[config.mk]
export PLATFORM = sky130hd
export DESIGN_NAME = sys_bus_stream_fifo
export DESIGN_NICKNAME = d
export VERILOG_FILES = /design/src/rtl/sys_bus_stream_fifo.sv
export SDC_FILE = /design/constraint.sdc
export NUM_CORES = 1
export LEC_CHECK = 0
export ABC_AREA = 1
export CAP_MARGIN = 40
export CORE_ASPECT_RATIO = 1.1
export CORE_MARGIN = 2
export CORE_UTILIZATION = 40
export CTS_CLUSTER_DIAMETER = 60
export DETAILED_ROUTE_END_ITERATION = 7
export PLACE_DENSITY = 0.57
export SYNTH_ARGS = -nofsm -noshare
export SYNTH_HDL_FRONTEND = slang
export SYNTH_SLANG_ARGS = --single-unit
[constraint.sdc]
create_clock -name clk -period 7.9 [get_ports clk]
set_input_delay 1.975 -clock clk [delete_from_list [all_inputs] [get_ports clk]]
set_output_delay 1.975 -clock clk [all_outputs]
set_load 0.005 [all_outputs]
[src/rtl/sys_bus_stream_fifo.sv]
// System-bus slave that pushes written words into a FWFT FIFO drained over a valid/ready stream.
// Registers: DATA (0x0), STATUS (0x4), THRESH (0x8), CTRL (0xC); level irq when fill <= threshold.
`timescale 1ns/1ps
module sys_bus_stream_fifo #(
  parameter int AXI_DW     = 32,
  parameter int AXI_AW     = 32,
  parameter int AXI_SW     = AXI_DW/8,
  parameter int DEPTH_LOG2 = 4
) (
  input  logic              clk,
  input  logic              rst,
  input  logic [AXI_AW-1:0] sys_addr,
  input  logic [AXI_DW-1:0] sys_wdata,
  input  logic [AXI_SW-1:0] sys_sel,
  input  logic              sys_wen,
  input  logic              sys_ren,
  output logic [AXI_DW-1:0] sys_rdata,
  output logic              sys_ack,
  output logic              sys_err,
  output logic [AXI_DW-1:0] str_dat,
  output logic              str_vld,
  input  logic              str_rdy,
  output logic              irq
);

  localparam int DEPTH = 1 << DEPTH_LOG2;
  localparam int CW    = DEPTH_LOG2 + 1;

  localparam logic [3:0] OFF_DATA   = 4'h0;
  localparam logic [3:0] OFF_STATUS = 4'h4;
  localparam logic [3:0] OFF_THRESH = 4'h8;
  localparam logic [3:0] OFF_CTRL   = 4'hC;

  logic [AXI_DW-1:0]     mem [DEPTH];
  logic [DEPTH_LOG2-1:0] wr_ptr, rd_ptr;
  logic [CW-1:0]         count, thresh;
  logic                  overflow, enable;
  logic                  ack_q, err_q;
  logic [AXI_DW-1:0]     rdata_q;

  logic [3:0]        off;
  logic              acc, bad, wr_ok, rd_ok;
  logic              push_req, push, pop, flush;
  logic              empty, full;
  logic [AXI_DW-1:0] rd_val;
  logic              unused;

  assign off    = sys_addr[3:0];
  assign unused = ^{sys_addr[AXI_AW-1:4], sys_wdata};

  assign empty = (count == '0);
  assign full  = (count == CW'(DEPTH));

  always_comb begin
    acc = sys_wen | sys_ren;
    bad = 1'b0;
    if (sys_wen & sys_ren) begin
      bad = 1'b1;
    end else if (acc) begin
      case (off)
        OFF_DATA:                      bad = sys_ren | (sys_sel != '1);
        OFF_STATUS, OFF_THRESH, OFF_CTRL: bad = 1'b0;
        default:                       bad = 1'b1;
      endcase
    end
    wr_ok    = sys_wen & ~bad;
    rd_ok    = sys_ren & ~bad;
    push_req = wr_ok & (off == OFF_DATA);
    flush    = wr_ok & (off == OFF_CTRL) & sys_wdata[1];
    // flush wins over a same-cycle pop; a pop frees the slot for a push when full
    pop      = str_vld & str_rdy & ~flush;
    push     = push_req & (~full | pop);
  end

  always_comb begin
    rd_val = '0;
    case (off)
      OFF_STATUS: begin
        rd_val[CW-1:0] = count;
        rd_val[16]     = empty;
        rd_val[17]     = full;
        rd_val[18]     = overflow;
      end
      OFF_THRESH: rd_val[CW-1:0] = thresh;
      OFF_CTRL:   rd_val[0]      = enable;
      default:    rd_val         = '0;
    endcase
  end

  always_ff @(posedge clk) begin
    if (push) mem[wr_ptr] <= sys_wdata;
  end

  always_ff @(posedge clk) begin
    if (rst) begin
      wr_ptr   <= '0;
      rd_ptr   <= '0;
      count    <= '0;
      thresh   <= '0;
      overflow <= 1'b0;
      enable   <= 1'b0;
      ack_q    <= 1'b0;
      err_q    <= 1'b0;
      rdata_q  <= '0;
      irq      <= 1'b1;
    end else begin
      ack_q <= acc & ~bad;
      err_q <= acc & bad;
      irq   <= (count <= thresh);
      if (rd_ok) rdata_q <= rd_val;

      if (flush) begin
        wr_ptr <= '0;
        rd_ptr <= '0;
        count  <= '0;
      end else begin
        if (push) wr_ptr <= wr_ptr + 1'b1;
        if (pop)  rd_ptr <= rd_ptr + 1'b1;
        count <= count + CW'(push) - CW'(pop);
      end

      if (push_req & full & ~pop)
        overflow <= 1'b1;
      else if (wr_ok & (off == OFF_STATUS) & sys_wdata[18])
        overflow <= 1'b0;

      if (wr_ok & (off == OFF_THRESH) & sys_sel[0]) thresh <= sys_wdata[CW-1:0];
      if (wr_ok & (off == OFF_CTRL))                enable <= sys_wdata[0];
    end
  end

  // A reset landing in the ack cycle suppresses the pending response.
  assign sys_ack   = ack_q & ~rst;
  assign sys_err   = err_q & ~rst;
  assign sys_rdata = rdata_q;
  assign str_vld   = enable & ~empty;
  assign str_dat   = mem[rd_ptr];

endmodule

# Yosys cells after proc, flatten, opt, wreduce, memory -nomap -nowiden
# Memory sizes are Yosys's and may differ from the RTL's. A register that Yosys moved wholly into a read port is not among the register bits.
# Index checks and enable logic that the tools add are counted.
# word_totals
regBits,31
ramBits,512
in_bits,73
output_inout_bits,68
elab_cells,67
n_memories,1
# memory_table
name,words,word_bits,rd,rd_clocked_by_memory_dff,wr,line_no,text
mem,16,32,1,1,1,34,logic [AXI_DW-1:0] mem [DEPTH];
# op_classes
addsub,4
magnitude_cmp,1
eq_ne,5
muxes,12
bitwise,29
reduce_logical,5
# ops
op,n
$and A1 B1 Y1,20
$add A4 B1 Y4 const B,2
$eq A4 B4 Y1 const B,2
$mux W4,2
$pmux W4 S2,1
$mux W1,6
$not A1 Y1,6
$add A5 B1 Y5,1
$eq A5 B5 Y1 const B,1
$le A5 B5 Y1,1
$logic_not A5 Y1,1
$sub A5 B1 Y5,1
$eq A4 B3 Y1 const B,1
$logic_not A4 Y1,1
$ne A4 B4 Y1 const B,1
$mux W3,1
$or A1 B1 Y1,3
$pmux W1 S3,1
$reduce_or A3 Y1,1
$pmux W1 S2,1
$reduce_bool A2 Y1,1
$reduce_or A2 Y1,1

# Depth between registers and ports, before layout
# logic_depth
ltp_word,15
ltp_mapped,23
mapped_depth_nobuf,22

# Worst setup path before layout
# Ideal clock, no wire load.
# synth_timing
path_type,input port to flip-flop
from,in sys_ren
to,"mem mem[0][0], enable pin"
setup_ns,0.421
t_arrival_ns,4.345
t_required_ns,7.479
setup_slack_ns,3.134
path_stages,9
n_path_buf,1
path_cell_list,buf_6 -> or2_1 -> nand3_2 -> nand2_2 -> nor3_4 -> nand2_4 -> inv_4 -> nand2_2 -> nor2_1
# synth_between
elab_chain_len,14
elab_cells_between_ends,17
cone_classes,5 x mux; 12 x bitwise
# synth_rtl
item,line_no,text
from (decl),16,"input logic sys_ren,"
$or A1 B1 Y1,61,OFF_DATA: bad = sys_ren | (sys_sel != '1);
$pmux W1 S2,60,case (off)
$mux W1,59,end else if (acc) begin
$mux W1 (*),57,if (sys_wen & sys_ren) begin
$not A1 Y1 (*),66,wr_ok = sys_wen & ~bad;
$and A1 B1 Y1 (*),66,
$and A1 B1 Y1 (2 in series),69,flush = wr_ok & (off == OFF_CTRL) & sys_wdata[1];
$not A1 Y1,71,pop = str_vld & str_rdy & ~flush;
$and A1 B1 Y1,71,
$or A1 B1 Y1,72,push = push_req & (~full | pop);
$and A1 B1 Y1 (*),72,
$mux W1 (*),91,if (push) mem[wr_ptr] <= sys_wdata;
$mux W1 (not written as such) (*),91,
to (decl),34,
# Mark *: on every way between the ends. The rest lies on a longest branch, timed or not.

==> flow_summary_export.csv <==
group,metric,value,unit
cts,cts.sink_count,547,
grt,grt_antenna_before_repair,1,
power,p_total,5670,uW
floorplan,die_h,252,um
synthesis,async_flop_share,0,
grt,first_global_vias,12500,
finish,post-route-util,0.468,
sta,fin_setup_tns,0,ps
job,drv.max_cap_violation_count,0,
routing,overall_via_count_from_detail_route,12800,
grt,grt_usage,0.173,
power,ir_worst_vdd,0.000169,V
synthesis,netlist.top_cell.by_area,"sky130_fd_sc_hd__edfxtp_1",
synthesis,post_synth.cell_area_avg,13.8,sq um
sta,timing.final.ws_setup,2590,ps
placement,preCtsSetupSlack,2440,ps
worst_setup_path,critical-path-max-stage-delay,630,ps
synthesis,number_of_flip_flops_and_latches_in_the_synthesized_netlist,547,
cts,tritoncts.num_buffers,54,
worst_setup_path,sequence_of_cells_on_the_critical_path,"buf_12 > buf_4 > mux2i_1 > o21ai_1 > o211ai_1 > nand2_1 > clkdlybuf4s50_1",
routing,antenna_violating_nets_post_route,0,
routing,drtPass1Iterations,7,
worst_setup_path,timing.critical_path.to_type,"output port",
cts,cts.hold.buffers_added,0,
synthesis,synth_cell_type_count,35,
sta,post_route_skew,19.0,ps
cts,cts.root.buffer_cell,"sky130_fd_sc_hd__clkbuf_16",
finish,fillerInstances,4773,
cts,tritoncts,"yes",
placement,port_buffers,88,
floorplan,floorplan.die_area,0.0578,sq mm
synthesis,synth.yosys.seq_area_share,0.719,
worst_setup_path,criticalPathCategory,"flop to output port",
worst_setup_path,timing.critical_path.required,5930,ps
worst_hold_path,worstHoldStart,"sys_rdata[4]$_SDFFE_PP0P_",
finish,fin_nets,1796,
worst_setup_path,critical_path.slowest_cell,"sky130_fd_sc_hd__buf_4",
cts,htree_num_levels,2,
worst_setup_path,launching_element_type_of_the_critical_path,"flop",
power,power.static_leakage,0.00833,uW
synthesis,synth.area.top_cells,"sky130_fd_sc_hd__edfxtp_1, sky130_fd_sc_hd__mux2i_1, sky130_fd_sc_hd__o211ai_1, sky130_fd_sc_hd__a21oi_1, sky130_fd_sc_hd__dfxtp_1",
sta,hold_viol_final,0,
sta,finalSetupViolCount,0,
finish,layout-drive-gt1-share,0.0841,
routing,detail_route.wirelength,50.1,mm
sta,timing.max_slew.rel_slack,0.426,
finish,instances_no_fill,2484,
grt,grt_max_degree,111,
routing,drc,0,
placement,dp_cells,2386,
power,p_per_area,220,mW/mm^2
synthesis,ys_dominant_reg_cell,"sky130_fd_sc_hd__edfxtp_1",
synthesis,post_synth_edffs,512,
worst_setup_path,worstPathMaxFanout,60,
finish,area_growth,15.2,%
synthesis,yosys_warnings,0,
synthesis,netlist.area_leader.share,0.687,
floorplan,fp-row-count,90,
sta,grt_setup_unrepaired,"false",
grt,grt_pass1_wl,76.2,mm
cts,setup_repair_bufs_after_cts,0,
placement,place.gp.congestion,0.759,
sta,final_count_of_pins_violating_max_slew,0,
cts,ctsResizeCount,0,
cts,later_pin_clock_latency_in_the_skew_report,610,ps
cts,worst_setup_hold_path_clk_slew,60,ps
routing,detail_route.iter0.violations,1175,
synthesis,syn-instance-count,1625,
floorplan,start_util,0.406,
floorplan,core,0.0551,sq mm
placement,hpwl,27.8,mm
synthesis,synth.cell_area,0.0224,sq mm
floorplan,floorplan.die.width,229,um
sta,fin_crit,5310,ps
sta,fin_crit_sh,0.672,
grt,grt-ovfl-total,0,
cts,clk_path_buf_depth,3,
floorplan,ios,141,
sta,fmax,188,MHz
worst_setup_path,worst_ep_arrival_time,3330,ps
worst_setup_path,worst_path_dominant_cell_family,"buffers and inverters",
worst_setup_path,critPathBufInv,3,
routing,routed_wire_length_per_instance,20.2,um
routing,avgViaCountPerCell,5.16,
outcome,status,"complete, no violations",
worst_hold_path,hold_path.class,"flop to flop",
sta,pin_slew_with_the_least_headroom_to_its_limit,858,ps
worst_setup_path,timing.rr.start,"count[2]$_SDFF_PP0_",
logic make-up after synthesis:
group	Yosys count	synth area share
flip-flops	547	0.719
adder cells (fa/ha/maj)	17	0.00985
AO/OA/AOI/OAI	445	0.114
multiplexers	128	0.0573
other	1	0.000168
buffers and inverters	292	0.0580
AND/OR/NAND/NOR	190	0.0396
XOR/XNOR	5	0.00196
final timing paths:
kind                               end  slack, ps  cells after the start
max reg2reg      mem[13][12]$_DFFE_PP_       4560                     14
min          sys_rdata[4]$_SDFFE_PP0P_        470                      2
min reg2reg  sys_rdata[4]$_SDFFE_PP0P_        470                      2
max                        str_dat[15]       2590                      7
flip-flops by register name, indices dropped and copies added (netlist names), named ones only:
name and count:
ack_q 1, rd_ptr 4, count 5, mem 512
wr_ptr 4, enable 1, err_q 1, overflow 1
irq 1, thresh 5, sys_rdata 8
worst reg2reg max path, cell delays in order (launching register included):
cell and delay [ps]:
sky130_fd_sc_hd__dfxtp_1 370, sky130_fd_sc_hd__inv_1 100, sky130_fd_sc_hd__ha_1 220, sky130_fd_sc_hd__nand3_1 100, sky130_fd_sc_hd__nor2_1 70, sky130_fd_sc_hd__inv_1 60
sky130_fd_sc_hd__nand2_1 60, sky130_fd_sc_hd__nor2_1 360, sky130_fd_sc_hd__nand2_4 150, sky130_fd_sc_hd__nand2_4 120, sky130_fd_sc_hd__nand2_4 70, sky130_fd_sc_hd__inv_4 110
sky130_fd_sc_hd__nand2_2 150, sky130_fd_sc_hd__nor2_4 640, sky130_fd_sc_hd__buf_4 440
power by group:
| group | switching (uW) | internal [uW] |
|---|---|---|
| registers | 1.12 | 3170 |
| logic | 58.7 | 28.6 |
| clock network | 1070 | 1350 |
final cells by class:
cell class / instances / area (sq um) / share of cell area
sequential: 547 / 16100 / 0.624
multi-input combinational: 809 / 5200 / 0.202
clock buffer: 69 / 1440 / 0.0558
timing repair buffer: 121 / 1260 / 0.0490
tap: 736 / 921 / 0.0357
inverter: 173 / 654 / 0.0254
clock inverter: 28 / 201 / 0.00782
antenna: 1 / 2.50 / 0.0000971
stage by stage:
step | hold slack (ps) | instance area [sq um]
floorplan | 437 | 22500
global placement | 448 | 24000
detailed placement | 457 | 24100
CTS | 468 | 25800
global route | 491 | 25800
finish | 468 | 25800
synth_stat cells (3+ instances only):
cell	number
sky130_fd_sc_hd__inv_1	165
sky130_fd_sc_hd__inv_2	7
sky130_fd_sc_hd__mux2i_1	128
sky130_fd_sc_hd__nand3_1	67
sky130_fd_sc_hd__buf_2	14
sky130_fd_sc_hd__nor2_1	40
sky130_fd_sc_hd__o211ai_1	129
sky130_fd_sc_hd__o22ai_1	5
sky130_fd_sc_hd__ha_1	16
sky130_fd_sc_hd__edfxtp_1	512
sky130_fd_sc_hd__nand2_2	5
sky130_fd_sc_hd__buf_1	3
sky130_fd_sc_hd__o21ai_0	123
sky130_fd_sc_hd__a21oi_1	154
sky130_fd_sc_hd__buf_4	40
sky130_fd_sc_hd__nand2_4	3
sky130_fd_sc_hd__buf_6	4
sky130_fd_sc_hd__nand4_1	3
sky130_fd_sc_hd__clkbuf_1	58
sky130_fd_sc_hd__xor2_1	4
sky130_fd_sc_hd__o21ai_1	33
sky130_fd_sc_hd__dfxtp_1	35
sky130_fd_sc_hd__nand2_1	65
routing by layer:
metal / up-vias / routed length (um) / GRT usage
li1: 6112 / - / -
met1: 6360 / 21700 / 0.228
met2: 269 / 25200 / 0.298
met3: 72 / 2090 / 0.0268
met4: 0 / 1080 / 0.0490
met5: - / 0 / 0
layout by cell type, fill, tap and decap left out, types with 4 or more instances in the layout:
cell and count:
sky130_fd_sc_hd__clkinv_2 5, sky130_fd_sc_hd__edfxtp_1 512, sky130_fd_sc_hd__nor2_4 16, sky130_fd_sc_hd__dfxtp_1 31, sky130_fd_sc_hd__a21oi_1 154, sky130_fd_sc_hd__o211ai_1 129
sky130_fd_sc_hd__o21ai_0 123, sky130_fd_sc_hd__nand3_1 67, sky130_fd_sc_hd__o22ai_1 5, sky130_fd_sc_hd__nor2_1 24, sky130_fd_sc_hd__o21ai_1 33, sky130_fd_sc_hd__xor2_1 4
sky130_fd_sc_hd__clkbuf_16 54, sky130_fd_sc_hd__nand2_1 65, sky130_fd_sc_hd__ha_1 16, sky130_fd_sc_hd__clkbuf_1 12, sky130_fd_sc_hd__mux2i_1 128, sky130_fd_sc_hd__clkinv_1 14
sky130_fd_sc_hd__inv_2 9, sky130_fd_sc_hd__clkdlybuf4s50_1 88, sky130_fd_sc_hd__conb_1 24, sky130_fd_sc_hd__nand2_2 5, sky130_fd_sc_hd__buf_4 24, sky130_fd_sc_hd__inv_1 162
sky130_fd_sc_hd__buf_12 6
No activity file was read; power rests on OpenSTA's default activity.
